<file path="config.mk">
export PLATFORM = sky130hd
export DESIGN_NAME = trim_rx
export DESIGN_NICKNAME = d
export VERILOG_FILES = /design/src/rtl/trim_rx.sv
export SDC_FILE = /design/constraint.sdc
export NUM_CORES = 1
export LEC_CHECK = 0
export ABC_AREA = 1
export ABC_CLOCK_PERIOD_IN_PS = 2300
export CAP_MARGIN = 10
export CORE_ASPECT_RATIO = 2
export CORE_MARGIN = 2
export CORE_UTILIZATION = 58
export DETAILED_ROUTE_END_ITERATION = 8
export PLACE_DENSITY = 0.83
export SYNTH_ARGS = -nofsm -noshare
export SYNTH_HDL_FRONTEND = slang
export SYNTH_SLANG_ARGS = --single-unit
export TNS_END_PERCENT = 5
</file>
<file path="constraint.sdc">
create_clock -name CLK50 -period 2.3 [get_ports CLK50]
set_clock_uncertainty 0.15 [all_clocks]
set_input_delay 0.345 -clock CLK50 [delete_from_list [all_inputs] [get_ports CLK50]]
set_output_delay 0.345 -clock CLK50 [all_outputs]
set_load 0.005 [all_outputs]
</file>
<file path="src/rtl/trim_rx.sv">
// trim_rx: oversampling receiver for the serial trim link; deserializes LSB-first frames closed by ENCLK idle gaps.
// Optional build macro: TRIM_RX_SEQ_CHECK_EN enables the consecutive-code sequence check on ERR_SEQ.
module trim_rx #(
   parameter int WIDTH       = 12,
   parameter int SYNC_STAGES = 2,
   parameter int GAP_CYCLES  = 64
) (
   input  logic             CLK50,
   input  logic             RST_N,
   input  logic             ENCLK,
   input  logic             DIN,
   output logic [WIDTH-1:0] TRIMCODE,
   output logic             VALID,
   output logic             ERR_SHORT,
   output logic             ERR_OVR,
   output logic             ERR_SEQ,
   output logic [7:0]       FRAME_CNT,
   output logic             BUSY
);

   localparam int CW = $clog2(WIDTH + 1);
   localparam int GW = $clog2(GAP_CYCLES + 1);

   typedef enum logic [1:0] {
      ST_IDLE = 2'd0,
      ST_RECV = 2'd1,
      ST_ERR  = 2'd2
   } state_t;

   logic [SYNC_STAGES-1:0] enclk_sync_r;
   logic [SYNC_STAGES-1:0] din_sync_r;
   logic                   enclk_prev_r;
   logic                   enclk_s;
   logic                   din_s;
   logic                   rise_s;
   logic [GW-1:0]          gap_cnt_r;
   logic                   gap_hit_s;
   logic                   armed_r;
   logic                   rx_rise_s;

   state_t                 state_r;
   state_t                 state_nxt_s;
   logic [WIDTH-1:0]       shreg_r;
   logic [WIDTH-1:0]       shreg_nxt_s;
   logic [CW-1:0]          bit_cnt_r;
   logic [CW-1:0]          bit_cnt_nxt_s;
   logic                   commit_s;
   logic                   short_s;
   logic                   ovr_s;

   function automatic logic [WIDTH-1:0] shift_in(input logic [WIDTH-1:0] cur, input logic bit_in);
      shift_in = {bit_in, cur[WIDTH-1:1]};
   endfunction

   // Equal-depth synchronizers keep DIN aligned with the ENCLK edge it belongs to.
   always_ff @(posedge CLK50) begin
      if (!RST_N) begin
         enclk_sync_r <= '0;
         din_sync_r   <= '0;
         enclk_prev_r <= 1'b0;
      end else begin
         enclk_sync_r <= {enclk_sync_r[SYNC_STAGES-2:0], ENCLK};
         din_sync_r   <= {din_sync_r[SYNC_STAGES-2:0], DIN};
         enclk_prev_r <= enclk_sync_r[SYNC_STAGES-1];
      end
   end

   assign enclk_s   = enclk_sync_r[SYNC_STAGES-1];
   assign din_s     = din_sync_r[SYNC_STAGES-1];
   assign rise_s    = enclk_s & ~enclk_prev_r;
   assign gap_hit_s = ~rise_s & (gap_cnt_r == GW'(GAP_CYCLES - 1));
   assign rx_rise_s = rise_s & armed_r;

   // Idle-gap counter saturates so gap_hit fires once per gap; ARMED waits for the first full gap.
   always_ff @(posedge CLK50) begin
      if (!RST_N) begin
         gap_cnt_r <= '0;
         armed_r   <= 1'b0;
      end else begin
         if (rise_s) begin
            gap_cnt_r <= '0;
         end else if (gap_cnt_r != GW'(GAP_CYCLES)) begin
            gap_cnt_r <= gap_cnt_r + GW'(1);
         end else begin
            gap_cnt_r <= gap_cnt_r;
         end
         if (gap_hit_s) begin
            armed_r <= 1'b1;
         end else begin
            armed_r <= armed_r;
         end
      end
   end

   // Frame FSM next-state and event decode.
   always_comb begin
      state_nxt_s   = state_r;
      shreg_nxt_s   = shreg_r;
      bit_cnt_nxt_s = bit_cnt_r;
      commit_s      = 1'b0;
      short_s       = 1'b0;
      ovr_s         = 1'b0;
      case (state_r)
         ST_IDLE: begin
            bit_cnt_nxt_s = '0;
            if (rx_rise_s) begin
               shreg_nxt_s   = shift_in(shreg_r, din_s);
               bit_cnt_nxt_s = CW'(1);
               state_nxt_s   = ST_RECV;
            end else begin
               state_nxt_s   = ST_IDLE;
            end
         end
         ST_RECV: begin
            if (rx_rise_s) begin
               if (bit_cnt_r < CW'(WIDTH)) begin
                  shreg_nxt_s   = shift_in(shreg_r, din_s);
                  bit_cnt_nxt_s = bit_cnt_r + CW'(1);
               end else begin
                  ovr_s       = 1'b1;
                  state_nxt_s = ST_ERR;
               end
            end else if (gap_hit_s) begin
               state_nxt_s = ST_IDLE;
               if (bit_cnt_r == CW'(WIDTH)) begin
                  commit_s = 1'b1;
               end else begin
                  short_s  = 1'b1;
               end
            end else begin
               state_nxt_s = ST_RECV;
            end
         end
         ST_ERR: begin
            if (gap_hit_s) begin
               state_nxt_s = ST_IDLE;
            end else begin
               state_nxt_s = ST_ERR;
            end
         end
         default: begin
            state_nxt_s   = ST_IDLE;
            bit_cnt_nxt_s = '0;
         end
      endcase
   end

   // State, datapath and registered outputs.
   always_ff @(posedge CLK50) begin
      if (!RST_N) begin
         state_r   <= ST_IDLE;
         shreg_r   <= '0;
         bit_cnt_r <= '0;
         TRIMCODE  <= '0;
         VALID     <= 1'b0;
         ERR_SHORT <= 1'b0;
         ERR_OVR   <= 1'b0;
         FRAME_CNT <= 8'd0;
         BUSY      <= 1'b0;
      end else begin
         state_r   <= state_nxt_s;
         shreg_r   <= shreg_nxt_s;
         bit_cnt_r <= bit_cnt_nxt_s;
         VALID     <= commit_s;
         ERR_SHORT <= short_s;
         ERR_OVR   <= ovr_s;
         BUSY      <= (state_nxt_s != ST_IDLE);
         if (commit_s) begin
            TRIMCODE  <= shreg_r;
            FRAME_CNT <= FRAME_CNT + 8'd1;
         end else begin
            TRIMCODE  <= TRIMCODE;
            FRAME_CNT <= FRAME_CNT;
         end
      end
   end

`ifdef TRIM_RX_SEQ_CHECK_EN
   logic [WIDTH-1:0] seq_ref_r;
   logic             seq_first_r;
   logic [WIDTH-1:0] seq_exp_s;

   assign seq_exp_s = seq_ref_r + WIDTH'(1);

   // Each commit after the first must equal the previous committed code plus one.
   always_ff @(posedge CLK50) begin
      if (!RST_N) begin
         seq_ref_r   <= '0;
         seq_first_r <= 1'b1;
         ERR_SEQ     <= 1'b0;
      end else begin
         if (commit_s) begin
            seq_ref_r   <= shreg_r;
            seq_first_r <= 1'b0;
            ERR_SEQ     <= ~seq_first_r & (shreg_r != seq_exp_s);
         end else begin
            seq_ref_r   <= seq_ref_r;
            seq_first_r <= seq_first_r;
            ERR_SEQ     <= 1'b0;
         end
      end
   end
`else
   assign ERR_SEQ = 1'b0;
`endif

endmodule

</file>
==> metrics.txt <==
mean number of vias per cell=5.02; initial drt markers=36; share of cells above drive strength 1=6.43%; arrival time worst endpoint=2.00 ns; CTS max path bufs=2; final period utilization=82.6%; status=finished clean; register area share after synthesis=47.7%; clock-pin slew on the worst setup and hold paths=approximately 0.1 ns; DR pass1 iterations=4; number of global-route vias before repair=1836; FP Rows=32; Synth Register Bits=55; I/O Buffers=27; DR top layer=met4; clock sinks=55; Max VDD drop=0.609 mV; Fin Setup TNS=0 ns; largest net degree at the start of global routing=36; critical path's largest stage delay=around 0.36 ns; die width=between 40 and 50 um; yosys warns=0; Num CTS Buffers=5; Congestion Overflow GR=0; die area=4530 um2; Crit-path slowest cell=dfxtp_1; Clk pwr share=about a third; drt total wl=4550 um; critical path fanouts, max=14; Placed Cells=385; switching pwr=0.000346 W; share of the synthesized area in the top cell type=47.7%; Post-CTS Setup Bufs=0; met2 routed WL=2650 um; CTS Root Cell=clkbuf_8; Pleak=1.18 nW; Slew Limit Fails=0; Routed met1 length=1700 um; I/O pin cnt=29; max_cap viols=0; Mean Syn Cell Area=between 7 and 8 um2; cell taking the most area after synthesis=dfxtp_1; Filler Cells Inserted=348; Initial Util=approximately three fifths; Chip Height=a little over 90 um; Max H-tree Level=2; RSZ-0062 raised after global routing=false; Worst setup EP type=register; final std cells w/o fill=393; post-synth cell types=27; Final Net Count=350; critical-path cell list=inv_1, ha_1, nand3_1, nor2_4, nand3_2, buf_4, o21bai_4, inv_2, nor2_1; DRT antenna net count=0; Antenna Cells=0; internal power=approximately 0.0012 W; Net Count, Synth=323; Min Clock Period, post-route=1.90 ns; Fmax=0.526 GHz; first-pass GRT wire length=7760 um; WL met3=134 um; Clk Latency, worst-skew pair=0.31 ns; initial antenna violation count=0; Hold Vio Cnt, Final=0; GP Congestion=a little under 0.9; worst setup path class=reg -> reg; mapped cell area=2310 um2; Syn-to-layout area delta=16.5%; PwrDens=approximately 570 nW/um2; total number of vias=1971; largest cells by area after synthesis=dfxtp_1 48%, nor2_1 9.8%, nand2_1 9.0%; CTS Hold Bufs=0; post-DR wirelength/cell=11.6 um; cts repair resizes=0; Core ar.=between 3000 and 4000 um2; crit path launch type=register; Crit path required time=2.40 ns; Total Routing Usage GR=between 20% and 30%; Logic pwr share=2.9%; Flop pwr share=62.9%; CTS tree=built; # DRC=0; Post-Synthesis Cells=314; hpwl dp=around 3400 um; switching share of total power=22.5%; Hold WC Path Type=reg -> reg; final setup vio count=0
## synthesized netlist by cell type
cell type   n
nor2_1     60
dfxtp_1    55
nand2_1    55
inv_1      46
o21ai_0    23
a21oi_1    18
nand3_1    13
nand4_1     6
ha_1        5
o21ai_1     5
buf_2       4
inv_2       3
buf_6       2
clkbuf_1    2
nand3_2     2
nor2_2      2
nor2_4      2
nor3_1      2
buf_4       1
conb_1      1
nand2_2     1
o21a_1      1
o21bai_2    1
o21bai_4    1
or2_0       1
xnor2_1     1
xor2_1      1
## worst max-delay path: cells and delay by family (launching register included)
kind,cells,cell delay [ns]
simple gates,4,0.68
compound gates,1,0.12
fa+ha+maj,1,0.15
flops,1,0.36
buf+inv,3,0.37
## power groups by stage
| stage | combinational (W) | clock (W) | sequential [W] |
|---|---|---|---|
| floorplan | 0.0000335 | 0 | 0.000986 |
| global placement | 0.0000442 | 0 | 0.000988 |
| detailed placement | 0.0000448 | 0 | 0.000988 |
| CTS | 0.0000454 | 0.000536 | 0.000965 |
| global route | 0.0000514 | 0.000576 | 0.000967 |
| finish | 0.0000448 | 0.000525 | 0.000965 |
## per-layer routing
metal,vias to the layer above,track usage [%]
met5,-,0
met1,913,21.3
met3,5,3.04
met2,30,44.0
li1,1023,-
met4,0,9.05
## worst paths after layout
kind | cells past startpoint | slack (ns) | to | from
min | 2 | 0.27 | enclk_sync_r[1]$_SDFF_PN0_ | enclk_sync_r[0]$_SDFF_PN0_
max | 9 | 0.40 | FRAME_CNT[2]$_SDFFE_PN0P_ | bit_cnt_r[0]$_SDFFE_PN0P_
min reg2reg | 2 | 0.27 | enclk_sync_r[1]$_SDFF_PN0_ | enclk_sync_r[0]$_SDFF_PN0_
max reg2reg | 9 | 0.40 | FRAME_CNT[2]$_SDFFE_PN0P_ | bit_cnt_r[0]$_SDFFE_PN0P_
## flip-flops by register name, indices dropped and copies added, names as in the netlist, 2 cells and up
register / flops
FRAME_CNT: 8
enclk_sync_r: 2
shreg_r: 12
state_r: 2
TRIMCODE: 12
din_sync_r: 2
gap_cnt_r: 7
bit_cnt_r: 4
## metrics by stage
step                      cell area (um2)  power, W  hold WS (ns)  setup WS, ns  utilization (%)
after floorplan                      2310   0.00102         0.240         0.808                -
after global placement               2600   0.00103         0.249         0.472             67.6
after detailed placement             2600   0.00103         0.255         0.424             67.6
after CTS                            2690   0.00155         0.277         0.374             69.9
after global routing                 2690   0.00159         0.290         0.239             69.9
final                                2690   0.00153         0.271         0.399             69.9
## cell families after synthesis
family                   after synthesis  share of synthesized area [%]
XOR/XNOR                               2                          0.760
other                                  1                          0.163
flip-flops                            55                           47.7
buffers and inverters                 58                           10.5
AO/OA/AOI/OAI                         49                           11.6
adder cells (fa/ha/maj)                5                           2.71
AND/OR/NAND/NOR                      144                           26.5
## layout by cell type (no fill, tap or decap), drive strengths merged
cell type / synthesis / layout
xnor2: 1 / 1
a21oi: 18 / 18
nand3: 15 / 15
clkdlybuf4s50: 0 / 27
clkinvlp: 0 / 2
inv: 49 / 49
or2: 1 / 1
o21ai: 28 / 28
buf: 7 / 2
nand2: 56 / 56
nand4: 6 / 6
nor3: 2 / 2
clkinv: 0 / 1
clkbuf: 2 / 5
ha: 5 / 5
o21bai: 2 / 2
nor2: 64 / 64
conb: 1 / 1
xor2: 1 / 1
o21a: 1 / 1
dfxtp: 55 / 55
## cell type report
class / count / area (um2) / share of cell area [%]
clock buffer: 5 / 68.8 / 2.56
clock inverter: 3 / 20.0 / 0.745
inverter: 49 / 184 / 6.85
multi-input combinational: 201 / 963 / 35.9
sequential: 55 / 1100 / 41.0
tap: 51 / 63.8 / 2.38
timing repair buffer: 29 / 285 / 10.6
(Power assumes the default switching activity.)
